## src/rtl/clap_pkg.sv

```systemverilog
// Shared types and helpers for the clap detector.
package clap_pkg;

    // Detector FSM states, 3-bit encoding
    typedef enum logic [2:0] {
        IDLE    = 3'd0,
        CLAP1   = 3'd1,
        GAP     = 3'd2,
        CLAP2   = 3'd3,
        NOISE   = 3'd4,
        HOLDOFF = 3'd5
    } state_t;

    // Bits needed to hold values 0..v-1 (minimum 1)
    function automatic int unsigned clog2(input int unsigned v);
        int unsigned r;
        r = 0;
        for (int unsigned i = 0; i < 32; i++) begin
            if ((64'd1 << i) < 64'(v)) r = i + 1;
        end
        if (r == 0) r = 1;
        return r;
    endfunction

    function automatic int unsigned max2(input int unsigned a, input int unsigned b);
        return (a > b) ? a : b;
    endfunction

endpackage

```

## src/rtl/clap_detector.sv

```systemverilog
// Double-clap detector: watches per-frame energy, toggles the light on a
// loud / quiet-gap / loud pattern and pulses double_clap for one cycle.
module clap_detector
    import clap_pkg::*;
#(
    parameter int unsigned              ENERGY_WIDTH    = 32,
    parameter logic [ENERGY_WIDTH-1:0]  THRESHOLD       = 32'd1000000,
    parameter int unsigned              MAX_CLAP_FRAMES = 3,
    parameter int unsigned              GAP_MIN_FRAMES  = 2,
    parameter int unsigned              WINDOW_FRAMES   = 8,
    parameter int unsigned              HOLDOFF_FRAMES  = 4
) (
    input  logic                    clock,
    input  logic                    reset,
    input  logic [ENERGY_WIDTH-1:0] energy_data,
    input  logic                    energy_valid,
    output logic                    energy_ready,
    output logic                    light,
    output logic                    double_clap,
    output logic                    busy
);

    localparam int unsigned CNT_MAX = max2(max2(MAX_CLAP_FRAMES, GAP_MIN_FRAMES),
                                           max2(WINDOW_FRAMES, HOLDOFF_FRAMES));
    localparam int unsigned CNT_W   = clog2(CNT_MAX + 1);

    localparam logic [CNT_W-1:0] ONE    = CNT_W'(1);
    localparam logic [CNT_W-1:0] MAX_C  = CNT_W'(MAX_CLAP_FRAMES);
    localparam logic [CNT_W-1:0] GMIN_C = CNT_W'(GAP_MIN_FRAMES);
    localparam logic [CNT_W-1:0] WIN_C  = CNT_W'(WINDOW_FRAMES);
    localparam logic [CNT_W-1:0] HOLD_C = CNT_W'(HOLDOFF_FRAMES);

    if (GAP_MIN_FRAMES > WINDOW_FRAMES || MAX_CLAP_FRAMES < 1 || GAP_MIN_FRAMES < 1 ||
        WINDOW_FRAMES < 1 || HOLDOFF_FRAMES < 1) begin : g_param_check
        $error("clap_detector: invalid frame parameters");
    end

    state_t           state, state_n;
    logic [CNT_W-1:0] cnt, cnt_n;
    logic             toggle;
    logic             accept;
    logic             loud;

    assign energy_ready = 1'b1;
    assign accept       = energy_valid && energy_ready;
    assign loud         = (energy_data >= THRESHOLD);

    // Next state, shared counter and detection strobe, advanced per accepted frame
    always_comb begin
        state_n = state;
        cnt_n   = cnt;
        toggle  = 1'b0;
        if (accept) begin
            unique case (state)
                IDLE: begin
                    if (loud) begin
                        state_n = CLAP1;
                        cnt_n   = ONE;
                    end
                end
                CLAP1: begin
                    if (loud) begin
                        if (cnt == MAX_C) state_n = NOISE;
                        else              cnt_n   = cnt + ONE;
                    end else begin
                        state_n = GAP;
                        cnt_n   = ONE;
                    end
                end
                GAP: begin
                    if (!loud) begin
                        if (cnt == WIN_C) state_n = IDLE;
                        else              cnt_n   = cnt + ONE;
                    end else begin
                        state_n = (cnt >= GMIN_C) ? CLAP2 : CLAP1;
                        cnt_n   = ONE;
                    end
                end
                CLAP2: begin
                    if (loud) begin
                        if (cnt == MAX_C) state_n = NOISE;
                        else              cnt_n   = cnt + ONE;
                    end else begin
                        state_n = HOLDOFF;
                        cnt_n   = ONE;
                        toggle  = 1'b1;
                    end
                end
                NOISE: begin
                    if (!loud) state_n = IDLE;
                end
                HOLDOFF: begin
                    if (cnt == HOLD_C) state_n = IDLE;
                    else               cnt_n   = cnt + ONE;
                end
                default: state_n = IDLE;
            endcase
        end
    end

    // State, counter and registered outputs
    always_ff @(posedge clock or posedge reset) begin
        if (reset) begin
            state       <= IDLE;
            cnt         <= '0;
            light       <= 1'b0;
            double_clap <= 1'b0;
            busy        <= 1'b0;
        end else begin
            state       <= state_n;
            cnt         <= cnt_n;
            light       <= light ^ toggle;
            double_clap <= toggle;
            busy        <= (state_n != IDLE);
        end
    end

endmodule

```

## config.mk

```make
export PLATFORM = sky130hd
export DESIGN_NAME = clap_detector
export DESIGN_NICKNAME = d
export VERILOG_FILES = /design/src/rtl/clap_pkg.sv /design/src/rtl/clap_detector.sv
export SDC_FILE = /design/constraint.sdc
export NUM_CORES = 1
export LEC_CHECK = 0
export ABC_AREA = 1
export ABC_CLOCK_PERIOD_IN_PS = 1800
export CORE_AREA = 2 2 50 52
export CTS_BUF_LIST = sky130_fd_sc_hd__clkbuf_4 sky130_fd_sc_hd__clkbuf_8
export CTS_CLUSTER_DIAMETER = 40
export CTS_CLUSTER_SIZE = 16
export DETAILED_ROUTE_END_ITERATION = 8
export DIE_AREA = 0 0 52 54
export PLACE_DENSITY = 0.77
export SLEW_MARGIN = 20
export SYNTH_ARGS = -nofsm -noshare
export SYNTH_HDL_FRONTEND = slang
export SYNTH_SLANG_ARGS = --single-unit
```

## constraint.sdc

```tcl
create_clock -name clock -period 1.8 [get_ports clock]
set_input_delay 0.36 -clock clock [delete_from_list [all_inputs] [get_ports clock]]
set_output_delay 0.36 -clock clock [all_outputs]
set_load 0.03 [all_outputs]
```

==> flow_summary_export.csv, run 1 <==
group,metric,value,unit
die,die-area,2810,sq um
critical_path,timing.critical_path.fanout_max,4,
placed_design,place_hpwl,1880,microns
route,drt-total-wl,2280,microns
die,core_region_area,2320,sq um
critical_path,timing.critical_path.to,"cnt[0]",
hold_path,worstHoldPathType,"in -> async",
cts,postCtsSetupBuffers,0,
logic_synthesis,number_of_instances_in_the_synthesized_netlist,142,
critical_path,worstSetupStartpoint,"energy_data[26]",
critical_path,critical_path.startpoint_type,"input port",
die,starting_utilization_of_the_core_area,0.395,
power_and_ir_drop,p_leak,0.648,nW
critical_path,crit-reg2reg-capture,"cnt[0]",
die,fp-row-count,18,
critical_path,critical_path_cell_count,10,
logic_synthesis,yosysWarningCount,0,
route,detail_route.wl_per_cell,10.9,microns
route,via_count,1010,
cts,numClockSinks,10,
placed_design,place_congestion,0.788,
global_routing,number_of_global_route_vias_before_repair,927,
power_and_ir_drop,overall_power_after_layout,1.20,mW
die,chipHeight,54,microns
die,die_width,52,microns
critical_path,crit_family,"simple AND/OR/NAND/NOR gates",
global_routing,grt_antenna_before_repair,0,
timing,finalClockSkew,3.15,ps
route,detail_route.vias_per_cell,4.83,
cts,cts_root_cell,"clkbuf_4",
critical_path,cp.buffers_inverters,2,
timing,hold_viol_final,0,
critical_path,maximum_single_stage_delay_on_the_critical_path,420,ps
cts,cts.repair.resized,0,
layout,layout_commonest_cell,"nand2_1",
logic_synthesis,synth_area,916,sq um
cts,cts.path.max_buffers,2,
critical_path,worstSetupPathType,"in -> reg",
logic_synthesis,synth_cell_type_count,28,
logic_synthesis,seq_area_frac_synth,0.273,
timing,post-route-period-util,0.935,
layout,stdcell_count,209,
route,drtAntennaViolNets,0,
outcome,status,"finished clean",
critical_path,timing.critical_path.arrival,1820,ps
global_routing,grt_max_degree,11,
timing,final.min_clock_period,1680,ps
critical_path,critical-path-slowest-cell,"clkdlybuf4s50_1",
logic_synthesis,postSynthRegisterBits,10,
critical_path,rr_startpoint,"cnt[0]",
cts,htreeDepth,1,
critical_path,minimum_setup_slack_among_reg_to_reg_paths,140,ps
layout,mostFrequentLayoutCells,"nand2_1, clkdlybuf4s50_1, inv_1, nor2_1, nand3_1",
cts,clock_tree_from_tritoncts,"built",
critical_path,timing.critical_path.to_type,"flip-flop",
layout,drive_above_1_share,0.140,
die,number_of_placed_i_o_pins,39,
cts,cts_hold_buffers,0,
power_and_ir_drop,worst_ir_drop_on_vdd,679,uV
placed_design,count_of_placed_standard_cells_including_taps,206,
timing,hold_slack,363,ps
logic_synthesis,synth_fp_nets,180,
critical_path,critical_path_required,1940,ps
global_routing,first_pass_grt_wire_length,3660,microns
route,initialDrtViolationCount,14,
critical_path,timing.critical_path.cells,"clkdlybuf4s50_1, nor2_1, nand4_1, nor2_4, buf_4, nand4_1, nand3_1, nor2_2, nand2_1, nand2_1",
logic_synthesis,average_cell_area_after_synthesis,6.45,sq um
route,detail_route.drc_violations,0,
job,max_cap_viol_count,0,
placed_design,count_of_input_and_output_buffers,31,
cts,clkTransAtPathRegs,60,ps
timing,fmaxAchievable,594,MHz
route,firstDrtPassIters,4,
timing,final-setup-viol-count,0,
power_and_ir_drop,power_density,902,nW/um^2
critical_path,ff2ff_path_depth,11,
global_routing,overflow,0,
cts,cts-buffers-inserted,3,
global_routing,groute.usage.overall,0.172,
timing,slew_viol_final,0,
cts,clock_latency,250,ps
layout,syn2layout_area_growth,45.1,%
layout,insertedDiodeCount,0,
layout,nets,219,
[routing by layer]
metal,share of wire,vias to the layer above,global-route usage
met5,0,-,0
met3,0.10,4,0.0389
li1,-,517,-
met2,0.47,45,0.316
met4,0.0092,0,0.101
met1,0.42,444,0.179
[how the worst min path moves through the flow]
| stage | depth (start not counted) | slack, ps | endpoint |
|---|---|---|---|
| final | 2 | 360 | cnt[3] |
| after floorplan | 1 | 200 | busy |
| after global routing | 2 | 400 | cnt[0] |
| after detailed placement | 1 | 480 | light |
| after CTS | 2 | 370 | cnt[0] |
| after global placement | 1 | 460 | light |
[cells by family (layout without fill, tap and decap cells)]
family	Yosys count	after routing	synth area share
simple gates	86	86	0.447
flops	10	10	0.273
xor+xnor	3	3	0.0287
fa+ha+maj	3	3	0.0410
buf+inv	25	62	0.107
other cells	1	1	0.00409
compound gates	14	14	0.0997
[per-stage QoR]
stage	util	instance area (sq um)	setup WS, ps	TNS, ps
finish	0.573	1330	117	0
global route	0.573	1330	-3.04	-3.04
global placement	0.554	1290	-103	-453
detailed placement	0.554	1290	-168	-790
floorplan	-	916	316	0
CTS	0.564	1310	42.9	0
[power by group]
part	total [mW]	internal (mW)	switching, mW
sequential	0.375	0.286	0.0892
clock	0.138	0.0764	0.0620
combinational	0.685	0.279	0.406
[state kept, by name (all words and copies together) (netlist names)]
register and flops:
busy 1, double_clap 1, state 3, light 1
cnt 4
[area by class of cell]
| class | count | area [sq um] |
|---|---|---|
| well taps | 30 | 37.5 |
| inverters | 24 | 90.1 |
| clock buffers | 3 | 22.5 |
| fillers | 214 | 991 |
| repair buffers | 35 | 340 |
| multi-input cells | 107 | 588 |
| flip-flops and latches | 10 | 250 |
[cells in the mapped netlist (all sizes together)]
library cell   n  area share
nand3b         1      0.0082
a21boi         1       0.020
xor2           1      0.0096
nand2         45        0.21
o21ai          4       0.022
buf            1      0.0082
conb           1      0.0041
nor3           1      0.0055
o211ai         1      0.0082
ha             3       0.041
nor4           1      0.0068
dfrtp         10        0.27
a21oi          4       0.022
o22ai          1      0.0068
inv           24       0.098
or2            2       0.014
nor2          21        0.11
nand4          3       0.027
nand3         12       0.071
xnor2          2       0.019
a31oi          3       0.020
Power figures use the tool's default switching activity.
==> run 2: changes to the inputs <==
--- a/config.mk
+++ b/config.mk
@@ -13,6 +13,7 @@
 export CTS_CLUSTER_SIZE = 16
 export DETAILED_ROUTE_END_ITERATION = 8
 export DIE_AREA = 0 0 52 54
+export GPL_TIMING_DRIVEN = 0
 export PLACE_DENSITY = 0.77
 export SLEW_MARGIN = 20
 export SYNTH_ARGS = -nofsm -noshare
==> run 2 against run 1 <==
Effect of this change: final cell count fell by 0.48%; design area rose by 5.6%; clock power barely moved; sequential power barely moved; die area did not move; critical path depth did not move; clock skew fell by 2.1 ps; critical endpoint unchanged; highest routed layer unchanged.
==> flow_summary_export.csv, run 2 (synthesis gave the netlist of run 1 again) <==
group,metric,value,unit
timing,timing.setup.tns,0,ps
cts,clock_latency,250,ps
layout,nets,218,
die,core_region_area,2320,sq um
layout,layout_commonest_cell,"nand2_1",
critical_path,timing.critical_path.arrival,1880,ps
die,die-area,2810,sq um
route,detail_route.drc_violations,0,
cts,clkTransAtPathRegs,50,ps
outcome,status,"finished clean",
timing,hold_viol_final,0,
route,drt-total-wl,2440,microns
route,drtAntennaViolNets,0,
global_routing,grt_max_degree,11,
critical_path,critical_path.startpoint_type,"input port",
layout,insertedDiodeCount,0,
route,detail_route.wl_per_cell,11.7,microns
placed_design,place_congestion,0.805,
cts,htreeDepth,1,
layout,largestRegisters,"cnt x4, state x3",
placed_design,dpl_cell_area,1260,sq um
cts,cts_root_cell,"clkbuf_4",
power_and_ir_drop,worst_ir_drop_on_vdd,636,uV
critical_path,timing.critical_path.fanout_max,4,
critical_path,critical_path_required,1940,ps
die,number_of_placed_i_o_pins,39,
die,starting_utilization_of_the_core_area,0.395,
placed_design,count_of_input_and_output_buffers,31,
timing,final.min_clock_period,1740,ps
timing,post-route-period-util,0.969,
timing,finalClockSkew,1.09,ps
layout,finish.instance_area,1400,sq um
hold_path,worstHoldPathType,"in -> async",
die,chipHeight,54,microns
layout,mostFrequentLayoutCells,"nand2_1, clkdlybuf4s50_1, inv_1, nor2_1, dfrtp_1",
cts,numClockSinks,10,
route,initialDrtViolationCount,21,
placed_design,place_hpwl,1910,microns
route,detail_route.vias_per_cell,4.97,
timing,slew_viol_final,0,
global_routing,overflow,0,
die,die_width,52,microns
timing,fmaxAchievable,573,MHz
layout,max_flop_register,"cnt",
cts,clock_tree_from_tritoncts,"built",
die,fp-row-count,18,
global_routing,grt_antenna_before_repair,0,
global_routing,groute.usage.overall,0.171,
route,firstDrtPassIters,4,
cts,cts.path.max_buffers,2,
cts,cts-buffers-inserted,3,
global_routing,number_of_global_route_vias_before_repair,934,
layout,drive_above_1_share,0.202,
route,via_count,1034,
power_and_ir_drop,power_density,903,nW/um^2
critical_path,timing.critical_path.to_type,"flip-flop",
global_routing,first_pass_grt_wire_length,3600,microns
timing,final-setup-viol-count,0,
layout,syn2layout_area_growth,53.1,%
power_and_ir_drop,p_leak,0.692,nW
critical_path,worstSetupPathType,"in -> reg",
job,max_cap_viol_count,0,
layout,final_core_utilization,0.605,
layout,largest_register_ff_count,4,
run 2: metal layers:
metal	up-vias	share of wire	routed length, microns	global-route usage
li1	515	-	-	-
met1	464	0.38	932	0.179
met2	51	0.49	1210	0.325
met3	4	0.11	277	0.0361
met4	0	0.010	25	0.0789
met5	-	0	0	0
run 2: worst max-delay path, stage by stage:
cell and delay [ps]:
clkdlybuf4s50_1 400, nor2_1 110, nand4_1 150, nor2_4 200, a21boi_4 240, nand3b_1 130
inv_1 90, nor2_2 60, nand2_1 70, nand2_1 60
run 2: cell type report:
type                            count  area [sq um]
Inverter                           24          90.1
Fill cell                         215           917
Buffer                              1          7.51
Tap cell                           30          37.5
Timing Repair Buffer               33           350
Clock buffer                        3          22.5
Multi-Input combinational cell    107           644
Sequential cell                    10           250
run 2: path summary, 6_finish.rpt:
check                      slack, ps  cells past startpoint       startpoint       end
setup reg to reg                 140                     11           cnt[0]    cnt[0]
setup / recovery                  60                     10  energy_data[25]    cnt[0]
min in group clock               500                      1            light     light
hold / removal                   370                      2            reset    cnt[3]
hold reg to reg                  500                      1            light     light
max in group asynchronous       1170                      2            reset  state[2]
run 2: through the flow:
stage | hold WS [ps] | setup slack, ps | instances | power, mW
floorplan | 200 | 316 | 142 | 0.824
CTS | 374 | 34.3 | 206 | 1.17
global route | 391 | -32.9 | 208 | 1.39
finish | 370 | 55.8 | 208 | 1.27
global placement | 463 | -159 | 203 | 0.998
detailed placement | 503 | -237 | 203 | 1.03
run 2: what timing repair did:
| item | in CTS | in global routing |
|---|---|---|
| resized for setup | 0 | 26 |
| hold buffers | 0 | 0 |
| endpoints found under the hold margin | 0 | 0 |
| setup buffers | 0 | 2 |
| endpoints found under the setup margin | 0 | 6 |
run 2: where the power goes:
part	internal [mW]	total, mW	switching, mW
Combinational	0.313	0.753	0.440
Sequential	0.286	0.377	0.0911
Clock	0.0762	0.136	0.0596
